--- src/rtl/lsu_pkg.sv ---
// Shared types and the alignment check for the load/store control stage.
// Width codes come from the project-wide `Wdt* defines; fallbacks apply only when those are absent.
`ifndef WdtTypeCnt
`define WdtTypeCnt 2
`endif
`ifndef Wdt8
`define Wdt8 2'd0
`endif
`ifndef Wdt16
`define Wdt16 2'd1
`endif
`ifndef Wdt32
`define Wdt32 2'd2
`endif
`ifndef Wdt64
`define Wdt64 2'd3
`endif

package lsu_pkg;

  typedef enum logic [1:0] {
    LSU_NONE  = 2'd0,
    LSU_LOAD  = 2'd1,
    LSU_STORE = 2'd2
  } lsu_op_t;

  typedef enum logic [2:0] {
    S_IDLE,
    S_LOAD_REQ,
    S_LOAD_RSP,
    S_STORE,
    S_DONE
  } lsu_state_t;

  function automatic logic misaligned(input logic [`WdtTypeCnt-1:0] wdt,
                                      input logic [2:0] addr_lo);
    case (wdt)
      `Wdt16:  misaligned = addr_lo[0];
      `Wdt32:  misaligned = |addr_lo[1:0];
      `Wdt64:  misaligned = |addr_lo;
      default: misaligned = 1'b0;
    endcase
  endfunction

endpackage

--- src/rtl/lsu_ctrl_load_ext.sv ---
// Combinational sign/zero extension of memory read data by access width.
module lsu_load_ext
  import lsu_pkg::*;
#(
  parameter int XLEN = 64
) (
  input  logic [`WdtTypeCnt-1:0] wdt,
  input  logic                   sext,
  input  logic [XLEN-1:0]        rdata,
  output logic [XLEN-1:0]        ext
);

  always_comb begin
    ext = rdata;
    case (wdt)
      `Wdt8:   ext = {{(XLEN-8){sext & rdata[7]}}, rdata[7:0]};
      `Wdt16:  ext = {{(XLEN-16){sext & rdata[15]}}, rdata[15:0]};
      `Wdt32:  ext = {{(XLEN-32){sext & rdata[31]}}, rdata[31:0]};
      default: ext = rdata;
    endcase
  end

endmodule

--- src/rtl/lsu_ctrl.sv ---
// Load/store sequencer in front of the data memory (read at posedge, write at negedge).
// Optional misalignment trap: define LSU_MISALIGN_TRAP_EN.
module lsu_ctrl
  import lsu_pkg::*;
#(
  parameter int XLEN     = 64,
  parameter int REGIDX_W = 5
) (
  input  logic                   clk,
  input  logic                   rst_n,
  input  logic                   in_valid,
  output logic                   in_ready,
  input  lsu_op_t                in_op,
  input  logic [`WdtTypeCnt-1:0] in_wdt,
  input  logic                   in_sext,
  input  logic [XLEN-1:0]        in_addr,
  input  logic [XLEN-1:0]        in_wdata,
  input  logic [REGIDX_W-1:0]    in_rd,
  output logic [XLEN-1:0]        mem_raddr,
  output logic [XLEN-1:0]        mem_waddr,
  output logic [XLEN-1:0]        mem_wdata,
  output logic                   mem_ren,
  output logic                   mem_wen,
  output logic [`WdtTypeCnt-1:0] mem_wdt,
  input  logic [XLEN-1:0]        mem_rdata,
  output logic                   out_valid,
  input  logic                   out_ready,
  output logic [XLEN-1:0]        out_rdata,
  output logic [REGIDX_W-1:0]    out_rd,
  output logic                   out_exc,
  output logic [XLEN-1:0]        out_badaddr
);

  lsu_state_t      state;
  logic            sext_q;
  logic            ren_q;
  logic            wen_q;
  logic            trap;
  logic [XLEN-1:0] ext_data;

`ifdef LSU_MISALIGN_TRAP_EN
  logic            exc_q;
  logic [XLEN-1:0] badaddr_q;

  assign trap        = misaligned(in_wdt, in_addr[2:0]) &&
                       (in_op == LSU_LOAD || in_op == LSU_STORE);
  assign out_exc     = exc_q;
  assign out_badaddr = badaddr_q;
`else
  assign trap        = 1'b0;
  assign out_exc     = 1'b0;
  assign out_badaddr = '0;
`endif

  lsu_load_ext #(.XLEN(XLEN)) u_ext (
    .wdt   (mem_wdt),
    .sext  (sext_q),
    .rdata (mem_rdata),
    .ext   (ext_data)
  );

  assign in_ready = (state == S_IDLE);
  // Strobes are gated so a reset cycle can never issue a memory access.
  assign mem_ren  = ren_q & rst_n;
  assign mem_wen  = wen_q & rst_n;

  always_ff @(posedge clk) begin
    if (!rst_n) begin
      state     <= S_IDLE;
      sext_q    <= 1'b0;
      ren_q     <= 1'b0;
      wen_q     <= 1'b0;
      mem_raddr <= '0;
      mem_waddr <= '0;
      mem_wdata <= '0;
      mem_wdt   <= '0;
      out_valid <= 1'b0;
      out_rdata <= '0;
      out_rd    <= '0;
`ifdef LSU_MISALIGN_TRAP_EN
      exc_q     <= 1'b0;
      badaddr_q <= '0;
`endif
    end else begin
      case (state)
        S_IDLE: begin
          if (in_valid) begin
            sext_q    <= in_sext;
            out_rd    <= in_rd;
            out_rdata <= '0;
`ifdef LSU_MISALIGN_TRAP_EN
            exc_q     <= trap;
            badaddr_q <= trap ? in_addr : '0;
`endif
            if (trap) begin
              out_valid <= 1'b1;
              state     <= S_DONE;
            end else begin
              case (in_op)
                LSU_LOAD: begin
                  ren_q     <= 1'b1;
                  mem_raddr <= in_addr;
                  mem_wdt   <= in_wdt;
                  state     <= S_LOAD_REQ;
                end
                LSU_STORE: begin
                  wen_q     <= 1'b1;
                  mem_waddr <= in_addr;
                  mem_wdata <= in_wdata;
                  mem_wdt   <= in_wdt;
                  state     <= S_STORE;
                end
                default: begin
                  out_valid <= 1'b1;
                  state     <= S_DONE;
                end
              endcase
            end
          end
        end
        S_LOAD_REQ: begin
          ren_q <= 1'b0;
          state <= S_LOAD_RSP;
        end
        // Address and width still held, so mem_rdata is valid for capture here.
        S_LOAD_RSP: begin
          out_rdata <= ext_data;
          out_valid <= 1'b1;
          state     <= S_DONE;
        end
        S_STORE: begin
          wen_q     <= 1'b0;
          out_valid <= 1'b1;
          state     <= S_DONE;
        end
        S_DONE: begin
          if (out_ready) begin
            out_valid <= 1'b0;
            state     <= S_IDLE;
          end
        end
        default: state <= S_IDLE;
      endcase
    end
  end

endmodule

--- config.mk ---
export PLATFORM = sky130hd
export DESIGN_NAME = lsu_ctrl
export DESIGN_NICKNAME = d
export VERILOG_FILES = /design/src/rtl/lsu_pkg.sv /design/src/rtl/lsu_ctrl_load_ext.sv /design/src/rtl/lsu_ctrl.sv
export SDC_FILE = /design/constraint.sdc
export NUM_CORES = 1
export LEC_CHECK = 0
export ABC_CLOCK_PERIOD_IN_PS = 2600
export CORE_AREA = 10 10 200 202
export CTS_CLUSTER_SIZE = 40
export DETAILED_ROUTE_END_ITERATION = 12
export DIE_AREA = 0 0 210 212
export GPL_TIMING_DRIVEN = 0
export HOLD_SLACK_MARGIN = 0.02
export PLACE_DENSITY = 0.73
export SLEW_MARGIN = 20
export SYNTH_ARGS = -nofsm -noshare
export SYNTH_HDL_FRONTEND = slang
export SYNTH_HIERARCHICAL = 1
export SYNTH_SLANG_ARGS = --single-unit
--- constraint.sdc ---
create_clock -name clk -period 2.6 [get_ports clk]
set_input_delay 0.52 -clock clk [delete_from_list [all_inputs] [get_ports clk]]
set_output_delay 0.52 -clock clk [all_outputs]
set_load 0.01 [all_outputs]
==> Word-level counts from Yosys, hierarchy flattened <==
Cells that the tools add are included.
{ "totals": {"register_bits": 270} }
{ "classes": {"bitwise_logic": 5, "n_reduce_logical": 17, "n_mux": 17, "eq_ne": 13} }
{ "op_table": {"columns": ["operator", "count"], "rows": [
  ["case mux 64 bit (3 select lines)", 1],
  ["case mux 64 bit (2 select lines)", 1],
  ["two-way mux 64 bit", 1],
  ["AND reduction 3 bit", 5],
  ["case mux 3 bit (4 select lines)", 1],
  ["two-way mux 1 bit", 7],
  ["== test 3 x 2 -> 1 bit (second input constant)", 2],
  ["two-way mux 3 bit", 2],
  ["!= test 2 bit (second input constant)", 3],
  ["case mux 3 bit (2 select lines)", 1],
  ["AND reduction 2 bit", 3],
  ["nonzero test 2 bit", 3],
  ["AND 1 bit", 5],
  ["== test 2 x 1 -> 1 bit (second input constant)", 2],
  ["== test 2 bit (second input constant)", 2],
  ["!= test 2 x 1 -> 1 bit (second input constant)", 2],
  ["case mux 1 bit (2 select lines)", 2],
  ["AND reduction 4 bit", 1],
  ["OR reduction 2 bit", 2],
  ["== test 3 x 1 -> 1 bit (second input constant)", 1],
  ["== test 3 bit (second input constant)", 1],
  ["logical NOT 3 bit", 1],
  ["case mux 1 bit (3 select lines)", 1],
  ["nonzero test 3 bit", 1],
  ["logical NOT 2 bit", 1]
]} }

==> Logic depth before layout (Yosys ltp) <==
{ "logic_depth": {"depth_word": 5, "depth_mapped": 7, "depth_no_buf": 5} }

==> Modules after synthesis <==
Netlist, hierarchy kept.
{ "modules_own_cells": {"columns": ["module", "seq_area_each_um2", "cells_per_inst", "area_each_um2", "instances"], "rows": [
  ["lsu_ctrl", 5405.2, 1181, 10721.5, 1],
  ["lsu_load_ext", 0.0, 149, 920.9, 1]
]} }

==> Worst setup path before layout <==
OpenSTA, ideal clock, no wires.
{ "synth_timing": {"path_type": "input-to-output", "start": "in rst_n", "end": "out mem_ren", "stages": 4, "path_buffers": 3, "path_slack_ns": 0.622, "arrival_time_ns": 1.458, "required_ns": 2.080, "cell_sequence": "clkbuf_1 > clkbuf_1 > clkbuf_1 > and2_1"} }
{ "synth_between": {"elab_chain_cells": 1} }
{ "synth_rtl": {"columns": ["item", "line", "source"], "rows": [
  ["start, declared", "lsu_ctrl.sv:10", "input logic rst_n,"],
  ["AND 1 bit", "lsu_ctrl.sv:64", "assign mem_ren = ren_q & rst_n;"],
  ["end, declared", "lsu_ctrl.sv:22", "output logic mem_ren,"]
]} }
No other way between the ends.

==> Worst setup path in the final report <==
{ "layout_timing": {"start": "in rst_n", "end": "out mem_wen"} }
{ "layout_between": {"elab_chain_cells": 1} }
{ "layout_rtl": {"columns": ["item", "line", "source"], "rows": [
  ["AND 1 bit", "lsu_ctrl.sv:65", "assign mem_wen = wen_q & rst_n;"],
  ["end, declared", "lsu_ctrl.sv:23", "output logic mem_wen,"]
]} }
No other way between the ends.

==> results <==
-- stage by stage --
stage | hold slack (ns) | power, mW | setup TNS, ns
floorplan | 0.479 | 5.21 | 0
global placement | 0.441 | 6.05 | -6.32
detailed placement | 0.447 | 6.06 | -4.97
CTS | 0.187 | 10.5 | 0
global route | 0.202 | 10.8 | 0
finish | 0.221 | 10.4 | 0
-- cells by family (layout without fill, tap and decap cells) --
group	after synthesis	count (layout)
simple gates	471	471
flops	270	270
mux	202	202
compound gates	192	192
buf+inv	191	706
fa+ha+maj	3	3
other cells	1	67
-- power by group through the flow --
stage	Combinational [mW]	Clock (mW)	Sequential (mW)
finish	1.63	4.41	4.36
global route	1.74	4.68	4.37
CTS	1.62	4.50	4.36
detailed placement	1.62	0	4.45
global placement	1.61	0	4.44
floorplan	0.722	0	4.49
-- layout make-up --
type / instances / area (µm²)
sequential: 270 / 5410
clock inverter: 9 / 124
buffer: 183 / 1140
clock buffer: 45 / 888
inverter: 5 / 18.8
timing repair buffer: 464 / 4640
multi-input combinational: 933 / 5320
tap: 468 / 586
antenna: 2 / 5.00
fill: 3343 / 18000
-- layout by cell type, fill, tap and decap left out, types with 2 or more instances in the layout --
cell             instances
a21oi_1                 66
and2_1                   4
buf_1                    5
buf_2                   11
buf_4                   85
buf_6                   12
buf_8                    2
bufinv_16                3
clkbuf_1                73
clkbuf_16               31
clkbuf_2                 2
clkbuf_8                 7
clkdlybuf4s50_1        463
clkinv_2                 5
conb_1                  65
dfxtp_1                270
diode_2                  2
ha_1                     3
inv_1                    4
mux2i_1                200
nand2_1                415
nand3_1                 32
nor2_1                  10
o211ai_1                18
o211ai_2                14
o21a_1                   2
o21ai_0                 82
o21ai_1                  6
-- routing by layer --
| metal | vias to the layer above | GRT usage [%] |
|---|---|---|
| met3 | 71 | 9.96 |
| met5 | - | 0 |
| met2 | 495 | 35.5 |
| li1 | 5395 | - |
| met1 | 5276 | 21.4 |
| met4 | 8 | 6.67 |
-- timing repair --
action,CTS,global route
hold endpoints to repair,0,0
endpoints found under the setup margin,3,0
gates resized for setup,7,0
-- tightest hold or removal path: stages --
cell	delay (ns)
buf_4	0.11
nand2_1	0.05
a21oi_1	0.05
-- worst min path at each step --
stage                  start             to  slack (ns)
5_1_grt         mem_rdata[6]   out_rdata[6]        0.20
6_report        mem_rdata[6]   out_rdata[6]        0.22
4_1_cts         mem_rdata[6]   out_rdata[6]        0.19
3_5_place_dp    mem_wdata[6]   mem_wdata[6]        0.45
2_1_floorplan  mem_waddr[10]  mem_waddr[10]        0.48
3_3_place_gp   mem_waddr[31]  mem_waddr[31]        0.44
-- registers in the layout, summed over array words and instances (netlist names) --
signal / count
mem_raddr: 64
mem_waddr: 64
mem_wdata: 64
out_rdata: 64
out_rd: 5
state: 3
mem_wdt: 2
out_valid: 1
ren_q: 1
sext_q: 1
wen_q: 1
==> flow_summary.yaml <==
timing:
  slew_viol_final: 0
  finalCritPeriodShare_pct: 93.4
  setup_viol: 0
  min_period_ns: 2.43
  hold_viol: 0
  finClkSkew_ns: 0.0126
  relSlewSlack_pct: 37.7
  setup_ws_ns: 0.171
  max_freq_ghz: 0.412
  rsz0062_at_grt: "false"
  worst_pin_slew_ns: 0.931
worst_setup_path:
  max_stage_delay_ns: 0.64
  cp.depth: 4
  slowest_stage: "clkdlybuf4s50_1"
  worst-path-buf-inv: 3
  critPathRequiredTime_ns: 2.08
  crit_path_end_kind: "output port"
  worstPathArrival_ns: 1.91
  critPathMaxFanout: 19
  cp_top_family: "buffers and inverters"
  rr_worst_depth: 5
  start_kind: "input pin"
  crit_end: "mem_wen"
  r2r-start: "state[1]"
  criticalPathCategory: "in2out"
  startpoint: "rst_n"
  r2r_end: "out_rdata[41]"
  reg2reg_slack_ns: 0.63
  worstPathCellList: "clkbuf_2 -> clkbuf_8 -> and2_1 -> clkdlybuf4s50_1"
synth:
  yosysTopAreaCellShare_pct: 46.4
  synth_area_leaders: "dfxtp_1 46%, mux2i_1 17%, nand2_1 13%, buf_4 5.5%, o21ai_0 3.5%"
  synth_flop_cell: "dfxtp_1"
  syn_inst: 1330
  synth_most_common_cell: "nand2_1"
  synthSimpleGateAreaFrac_pct: 16.1
  synth_top_family_by_area: "multiplexers"
  muxShareOfSynthArea_pct: 17.5
  synthAdderAreaFrac_pct: 0.322
  synth_enable_flop_cells: 0
  post_synth.cell_area_avg_um2: 8.75
  syn_area_um2: 11600
  synth_largest_area_cell: "dfxtp_1"
  yosys_warnings: 6
  synth_compound_area_share_pct: 9.68
  synth.distinct_cells: 39
  synth_commonest_cells: "415 x nand2_1, 270 x dfxtp_1, 200 x mux2i_1, 85 x buf_4, 82 x o21ai_0"
  synth-seq-cells: 270
  synth_xor_area_share_pct: 0
  synth_seq_area_share_pct: 46.4
  async_flop_share_pct: 0
placement:
  gp_congestion: 0.889
  port_buffers: 464
  place_area_um2: 17100
  place_ws_ns: -1.19
  hpwl_um: 38700
  place_inst: 2326
floorplanning:
  die_x_um: 210
  die_h_um: 212
  rows: 70
  core_um2: 36100
  initial_utilization_pct: 32.3
  dieArea_um2: 44500
  io_pins: 538
power:
  powerDensity_nw_per_um2: 573
  leakage_nw: 7.24
  clkPwrFrac_pct: 42.4
  netSwitchingFraction_pct: 25.7
  ir_worst_vdd_uv: 480
  intPower_mw: 7.73
  p_switching_mw: 2.67
  pwr-share-comb_pct: 15.6
  p_seq_share_pct: 41.9
route:
  drt-pass1-iter-count: 7
  met1_length_um: 17900
  wl_per_cell_um: 20.6
  dr_wl_met3_um: 5910
  dr.first_iter.drc_count: 487
  antenna_left: 0
  wl_um: 48900
  dr.max_layer_used: "met5"
  met2_length_um: 23800
  drc: 0
  dr_total_vias: 11245
  viasPerCell: 4.73
clocking:
  worstSkewPairLatency_ns: 0.56
  cts_num_sinks: 270
  tritoncts: "done"
  cts_setup_buffers: 0
  cts_hold_buf: 0
  clk_pin_slew_worst_paths_ns: 0.06
  cts_inserted_buffers: 30
  cts_buffer_depth: 3
  ctsRootBufferMaster: "clkbuf_16"
  htree_levels: 1
finish:
  syn2layout_area_growth_pct: 55.7
  drive_above_1_share_pct: 9.38
  nets: 2096
  finalInstanceArea_um2: 18100
  fin_util_pct: 50.2
  layout.cells.non_filler: 2379
grt:
  grt_max_degree: 22
  grt_pass1_vias: 11466
  track_usage_pct: 20.5
  grt.overflow.total: 0
  grt_pass1_wl_um: 71100
  antenna_found_initial: 5
status:
  status: "finished clean"
min_path:
  worstHoldPathCells: 3
  hp-class: "in2reg"
job:
  max_cap_viol_count: 0
Power figures use the tool's default switching activity.
